--- src/rtl/vga_pixel_fetch.sv ---
// Framebuffer fetch engine with a first-word-fall-through pixel FIFO feeding the VGA timing generator.
// Single outstanding memory read; underflow flushes the FIFO and restarts the frame from FB_BASE.
module vga_pixel_fetch #(
   parameter int unsigned FB_BASE = 0,
   parameter int unsigned NPIX    = 307200,
   parameter int unsigned ADDR_W  = 19,
   parameter int unsigned DATA_W  = 24,
   parameter int unsigned DEPTH   = 16
) (
   input  logic              clk,
   input  logic              rst,
   output logic              mem_req,
   output logic [ADDR_W-1:0] mem_addr,
   input  logic              mem_ack,
   input  logic [DATA_W-1:0] mem_data,
   input  logic              blank,
   output logic              fifo_empty,
   output logic [DATA_W-1:0] pixel,
   output logic [7:0]        underflow_cnt
);

   localparam int unsigned PTR_W = $clog2(DEPTH);
   localparam int unsigned CNT_W = PTR_W + 1;
   localparam logic [ADDR_W-1:0] BASE = ADDR_W'(FB_BASE);
   localparam logic [ADDR_W-1:0] LAST = ADDR_W'(FB_BASE + NPIX - 1);
   localparam logic [CNT_W-1:0]  FULL = CNT_W'(DEPTH);

   typedef enum logic [1:0] {IDLE, FETCH, FLUSH} state_t;

   state_t            state;
   logic [DATA_W-1:0] buffer [DEPTH];
   logic [PTR_W-1:0]  wr_ptr, rd_ptr;
   logic [CNT_W-1:0]  count;
   logic              started;
   logic              pop, push, underflow;
   logic [ADDR_W-1:0] next_addr;

   assign fifo_empty = (count == '0);
   assign pixel      = fifo_empty ? '0 : buffer[rd_ptr];
   assign pop        = blank & ~fifo_empty;
   assign underflow  = blank & fifo_empty & started;
   assign push       = (state == FETCH) & mem_ack & ~underflow;
   assign next_addr  = (mem_addr == LAST) ? BASE : mem_addr + ADDR_W'(1);

   always_ff @(posedge clk) begin
      if (push) buffer[wr_ptr] <= mem_data;
   end

   always_ff @(posedge clk or negedge rst) begin
      if (!rst) begin
         state         <= IDLE;
         mem_req       <= 1'b0;
         mem_addr      <= BASE;
         wr_ptr        <= '0;
         rd_ptr        <= '0;
         count         <= '0;
         started       <= 1'b0;
         underflow_cnt <= '0;
      end else begin
         if (underflow && underflow_cnt != 8'hFF) underflow_cnt <= underflow_cnt + 8'd1;
         if (pop) started <= 1'b1;
         if (push) wr_ptr <= wr_ptr + PTR_W'(1);
         if (pop)  rd_ptr <= rd_ptr + PTR_W'(1);
         unique case ({push, pop})
            2'b10:   count <= count + CNT_W'(1);
            2'b01:   count <= count - CNT_W'(1);
            default: count <= count;
         endcase

         unique case (state)
            IDLE: begin
               if (underflow) begin
                  mem_addr <= BASE;
               end else if (count < FULL) begin
                  mem_req <= 1'b1;
                  state   <= FETCH;
               end
            end
            FETCH: begin
               if (mem_ack) begin
                  mem_req  <= 1'b0;
                  state    <= IDLE;
                  mem_addr <= underflow ? BASE : next_addr;
               end else if (underflow) begin
                  state <= FLUSH;
               end
            end
            FLUSH: begin
               if (mem_ack) begin
                  mem_req  <= 1'b0;
                  state    <= IDLE;
                  mem_addr <= BASE;
               end
            end
            default: state <= IDLE;
         endcase

         // FIFO is already empty on underflow; clearing started here also keeps a
         // pending FLUSH from counting further underflows before the restart completes.
         if (underflow) begin
            wr_ptr  <= '0;
            rd_ptr  <= '0;
            count   <= '0;
            started <= 1'b0;
         end
      end
   end

endmodule

--- config.mk ---
export PLATFORM = sky130hd
export DESIGN_NAME = vga_pixel_fetch
export DESIGN_NICKNAME = d
export VERILOG_FILES = /design/src/rtl/vga_pixel_fetch.sv
export SDC_FILE = /design/constraint.sdc
export NUM_CORES = 1
export LEC_CHECK = 0
export ABC_AREA = 1
export CAP_MARGIN = 20
export CORE_MARGIN = 8
export CORE_UTILIZATION = 35
export DETAILED_ROUTE_END_ITERATION = 10
export PLACE_DENSITY = 0.6
export REMOVE_ABC_BUFFERS = 1
export SYNTH_ARGS = -nofsm -noshare
export SYNTH_HDL_FRONTEND = slang
export SYNTH_SLANG_ARGS = --single-unit
--- constraint.sdc ---
create_clock -name clk -period 4.24 [get_ports clk]
set_input_delay 0.848 -clock clk [delete_from_list [all_inputs] [get_ports clk]]
set_output_delay 0.848 -clock clk [all_outputs]
set_load 0.01 [all_outputs]
==> results.toml, run 1 <==
[routing]
wl_met2_um = 20700
via_per_inst = 5.11
route.vias.total = 11200
wl_met3_um = 2710
wl_met1_um = 18900
dr.first_iter.drc_count = 906
drc = 0
dr.max_layer_used = "met5"
wirelength_um = 43200
first_pass_iters = 5
wl_per_cell_um = 19.7
ant_nets = 0

[final_layout]
antenna_cells = 0
fin_util = 0.415
fin_nets = 1523
drive_gt1_frac = 0.0864
syn_to_final_growth_pct = 17.7
finish.instance_area_um2 = 20800
fin_cells = 2189

[clock_tree]
clkTransAtPathRegs_ns = 0.06
worstSkewPairLatency_ns = 0.57
cts.sinks = 428
cts.hold.buffers_added = 0
root_buffer = "clkbuf_16"
htreeDepth = 2
post_cts_resized = 0
cts.path.max_buffers = 3
cts_tree = "yes"
cts_setup_buffers = 0
numCtsBuffers = 46

[place]
dpl_worst_slack_ns = 0.747
place_hpwl_um = 24600
placed_area_um2 = 19400
port_buffers = 80
dp.cells = 2106
gp_congestion = 0.833

[setup_path]
cp.arrival_ns = 3.10
worst_ep_required_time_ns = 3.39
setup.worst_path.start = "rd_ptr[1]$_DFFE_PN0P_"
critical_path_peak_fanout = 51
cp-end-kind = "output port"
timing.rr.start = "count[2]$_DFFE_PN0P_"
path_class = "reg2out"
start_kind = "flop"

[global_route]
grt_max_degree = 102
grt_first_pass_wirelength_um = 66400
antenna_found_initial = 2
overflow = 0
gr-usage-all-layers = 0.149
grt_pass1_vias = 11200

[yosys]
async_flop_share = 0.103
synth_edf_count = 384
ys_top_cells_by_count = "edfxtp_1 (384), nand2_1 (265), nor2_1 (148), a21oi_1 (83), mux2i_1 (72)"
yosysMostFrequentCell = "edfxtp_1"
yosys.area.top_type_share = 0.654
syn_avg_cell_area_um2 = 12.7
syn_area_um2 = 17600
yosysUniqueCellTypes = 37
yosys.area.top_type = "edfxtp_1"
ys_seq_area_frac = 0.716
ys_ff_latch = 428
yosysWarnings = 0
synth_cells = 1384
synth_flop_cell = "edfxtp_1"
synth_area_leaders = "edfxtp_1 (65%), dfrtp_1 (6.2%), nand2_1 (5.6%), mux2i_1 (4.1%), nor2_1 (3.2%)"

[timing]
hold_slack_ns = 0.244
slew_viol_final = 0
timing.final.ws_setup_ns = 0.294
finalCritPeriodShare = 0.931
rsz0062_at_grt = "false"
clock.fmax_ghz = 0.253
setup_viol = 0
fin_crit_ns = 3.95
relSlewSlack = 0.354
worstMarginPinSlew_ns = 0.966
hold_viol = 0
finalClockSkew_ns = 0.0166

[hold_path]
worstHoldPathType = "in2async"

[die]
dieArea_um2 = 57800
die_w_um = 240
start_util = 0.353
ios = 81
rows = 82
coreArea_um2 = 50000
die_y_um = 240

[run]
drv_cap = 0

[power]
p_leak_nw = 7.43
irDropWorstVdd_mv = 0.375
p_per_area_nw_per_um2 = 636

[outcome]
run_status = "complete, no violations"
[routing by layer]
layer | vias up | global-route usage
li1 | 5222 | -
met1 | 5557 | 0.196
met2 | 328 | 0.246
met3 | 68 | 0.0337
met4 | 4 | 0.0392
met5 | - | 0
[area by class of cell]
cell class | count | area [µm²]
fill | 4667 | 29200
clock buffer | 58 | 1220
clock inverter | 25 | 116
sequential | 428 | 12600
timing repair buffer | 119 | 1160
inverter | 60 | 226
multi-input combinational | 827 | 4550
tap | 672 | 841
[report_power, final]
| group | internal (mW) | total (mW) | switching, mW |
|---|---|---|---|
| sequential | 4.85 | 5.01 | 0.160 |
| combinational | 1.72 | 4.59 | 2.87 |
| clock | 2.02 | 3.59 | 1.57 |
| total | 8.60 | 13.2 | 4.60 |
[sequential cells by signal (all words and copies together) (netlist names)]
signal and cells:
buffer 384, mem_addr 19, underflow_cnt 8, count 5
rd_ptr 4, wr_ptr 4, state 2, mem_req 1
started 1
[path summary, 6_finish.rpt]
| kind | end | slack, ns | cells after the start |
|---|---|---|---|
| setup / recovery | pixel[7] | 0.29 | 8 |
| hold / removal | underflow_cnt[5]$_DFFE_PN0P_ | 0.24 | 1 |
| setup reg to reg | buffer[9][15]$_DFFE_PP_ | 1.27 | 7 |
| hold reg to reg | started$_DFFE_PN0P_ | 0.51 | 2 |
| max in group asynchronous | rd_ptr[0]$_DFFE_PN0P_ | 3.24 | 2 |
| min in group clk | started$_DFFE_PN0P_ | 0.51 | 2 |
[through the flow]
step / power [mW] / TNS, ns
floorplan: 7.92 / -126.27
global placement: 9.69 / 0
detailed placement: 9.74 / 0
CTS: 13.4 / 0
global route: 14.0 / 0
finish: 13.2 / 0
[worst max-delay path: stages (launching register included)]
cell and delay [ns]:
dfrtp_2 0.35, buf_4 0.55, nor2_2 0.13, inv_2 0.34, buf_4 0.32, o221ai_1 0.16
nor2_1 0.13, nor2_1 0.07, clkdlybuf4s50_1 0.48
[placed cells by master, fill, tap and decap left out, drive strengths merged]
| cell | Yosys | final |
|---|---|---|
| edfxtp | 384 | 384 |
| nand2 | 267 | 267 |
| nor2 | 151 | 151 |
| a21oi | 83 | 83 |
| clkdlybuf4s50 | 0 | 79 |
| mux2i | 72 | 72 |
| o21ai | 67 | 67 |
| inv | 60 | 60 |
| clkbuf | 32 | 58 |
| dfrtp | 44 | 44 |
| buf | 37 | 40 |
| nand3 | 28 | 28 |
| o22ai | 27 | 27 |
| o211ai | 24 | 24 |
| a221oi | 24 | 24 |
| o221ai | 24 | 24 |
| clkinv | 0 | 24 |
| nor3 | 15 | 15 |
| ha | 13 | 13 |
| xor2 | 11 | 11 |
| nand4 | 8 | 8 |
| xnor2 | 5 | 5 |
| nor4 | 2 | 2 |
| a22o | 1 | 1 |
| a31oi | 1 | 1 |
| mux2 | 1 | 1 |
| a22oi | 1 | 1 |
| a21boi | 1 | 1 |
| or2 | 1 | 1 |
| clkinvlp | 0 | 1 |
[logic make-up (layout without fill, tap and decap cells)]
| logic type | after synthesis | after routing | synth area share |
|---|---|---|---|
| compound gates | 253 | 253 | 0.0881 |
| xor+xnor | 16 | 16 | 0.00795 |
| fa+ha+maj | 13 | 13 | 0.00922 |
| buf+inv | 129 | 262 | 0.0302 |
| flops | 428 | 428 | 0.716 |
| mux | 73 | 73 | 0.0415 |
| simple gates | 472 | 472 | 0.107 |
Power figures use the tool's default switching activity.
==> inputs of run 2 (changes only) <==
- PLACE_DENSITY: 0.6 -> 0.62
- clock period: 4.24 -> 3.4 ns (I/O delays scaled with it)
==> results.toml, run 2 (synthesis gave the netlist of run 1 again) <==
[outcome]
run_status = "complete, no violations"

[timing]
worstMarginPinSlew_ns = 0.616
timing.final.ws_setup_ns = 0.0914
clock.fmax_ghz = 0.302
fin_crit_ns = 3.31
finalClockSkew_ns = 0.0279
slew_viol_final = 0
setup_tns_ns = 0
hold_viol = 0
relSlewSlack = 0.588
hold_slack_ns = 0.522
setup_viol = 0
finalCritPeriodShare = 0.973

[die]
die_y_um = 240
die_w_um = 240
dieArea_um2 = 57800
ios = 81
rows = 82
coreArea_um2 = 50000
start_util = 0.353

[clock_tree]
cts_tree = "yes"
cts.path.max_buffers = 3
worstSkewPairLatency_ns = 0.58
clkTransAtPathRegs_ns = 0.06
htreeDepth = 2
root_buffer = "clkbuf_16"
numCtsBuffers = 46
cts.sinks = 428

[setup_path]
critical_path_peak_fanout = 23
critPathMaxStageDelay_ns = 0.55
cp_cell_sequence = "buf_12 > buf_12 > buf_16 > mux2i_1 > o211ai_1 > nand2_1 > nor2_1 > clkdlybuf4s50_1"
setup.worst_path.start = "rd_ptr[0]$_DFFE_PN0P_"
worst_ep_required_time_ns = 2.72
path_class = "reg2out"
critPathSlowestCell = "dfrtp_4"
worstSetupEndpoint = "pixel[16]"
start_kind = "flop"
timing.rr.start = "state[1]$_DFFE_PN0P_"
crit_top_cell = "buf_12"
cp-end-kind = "output port"
reg2reg_depth = 7
r2r-end = "buffer[7][8]$_DFFE_PP_"
cp.arrival_ns = 2.63
reg2reg_slack_ns = 1.03

[power]
p_total_mw = 17.3
irDropWorstVdd_mv = 0.466
p_leak_nw = 7.83
p_per_area_nw_per_um2 = 808

[final_layout]
syn_to_final_growth_pct = 21.4
antenna_cells = 0
fin_nets = 1546
fillers = 4580
final_cell_mix = "edfxtp_1 (384), nand2_1 (264), nor2_1 (129)"
largestRegisters = "buffer x384, mem_addr x19, underflow_cnt x8"
largest_reg_flops = 384
drive_gt1_frac = 0.106
final_common_cell = "edfxtp_1"
fin_util = 0.429
largest_register = "buffer"

[place]
gp_congestion = 0.850
dpl_worst_slack_ns = 0.374
port_buffers = 80
place_hpwl_um = 24800

[hold_path]
worstHoldPathType = "reg2reg"
worstHoldStart = "mem_req$_DFFE_PN0P_"

[routing]
wirelength_um = 45000
dr.first_iter.drc_count = 926
drc = 0
ant_nets = 0
route.vias.total = 11400
via_per_inst = 5.16
wl_per_cell_um = 20.4
first_pass_iters = 5

[global_route]
overflow = 0
grt_max_degree = 48
antenna_found_initial = 1
grt_first_pass_wirelength_um = 69300
gr-usage-all-layers = 0.156
grt_pass1_vias = 11400

[run]
drv_cap = 0
run 2: cell types whose count changed in the layout (fill, tap and decap cells not counted), sizes merged:
| cell | delta |
|---|---|
| clkdlybuf4s50 | -23 |
| buf | +19 |
| dlygate4sd2 | +16 |
| dlymetal6s2s | +7 |
| clkinv | -5 |
| bufbuf | +3 |
| bufinv | +3 |
| clkbuf | +1 |
| clkinvlp | +1 |
| dlygate4sd3 | +1 |
| inv | -1 |
run 2: area by class of cell:
cell class / count / area [µm²] / share of cell area
tap: 672 / 841 / 0.0393
inverter: 60 / 240 / 0.0112
clock inverter: 23 / 213 / 0.00993
timing repair buffer: 142 / 1740 / 0.0811
sequential: 428 / 12600 / 0.590
multi-input combinational: 827 / 4540 / 0.212
clock buffer: 59 / 1210 / 0.0565
run 2: worst min path at each step:
stage,to,slack [ns],cells after the start
2_1_floorplan,count[0]$_DFFE_PN0P_,0.38,0
3_3_place_gp,started$_DFFE_PN0P_,0.50,2
3_5_place_dp,mem_req$_DFFE_PN0P_,0.50,2
4_1_cts,rd_ptr[2]$_DFFE_PN0P_,0.53,2
5_1_grt,underflow_cnt[3]$_DFFE_PN0P_,0.55,1
6_report,mem_req$_DFFE_PN0P_,0.52,2
run 2: per-stage QoR:
stage          cell area [µm²]  instances
3_5_place_dp             19600       2114
3_3_place_gp             19600       2114
2_1_floorplan            17300       1315
6_report                 21400       2211
5_1_grt                  21400       2211
4_1_cts                  21300       2204
run 2: report_power, final:
part	switching, mW	internal, mW
logic	3.82	2.49
clock network	2.00	2.75
registers	0.207	6.05
total	6.02	11.3
run 2: worst max-delay path: cells and delay by family (launching register included):
family / cells / cell delay, ns
AND/OR/NAND/NOR: 2 / 0.17
multiplexers: 1 / 0.15
buffers and inverters: 4 / 1.02
AO/OA/AOI/OAI: 1 / 0.16
flip-flops: 1 / 0.55
run 2: per-layer routing:
layer,share of wire,up-vias,global-route usage
li1,-,5275,-
met1,0.44,5670,0.212
met2,0.47,385,0.252
met3,0.074,80,0.0300
met4,0.022,2,0.0458
met5,0.00029,-,0
run 2: repair_timing:
item	4_1_cts	5_1_grt
hold endpoints to repair	2	0
resized for setup	34	16
endpoints found under the setup margin	24	8
cloned	5	0
setup buffers	2	7
hold buffers	1	0
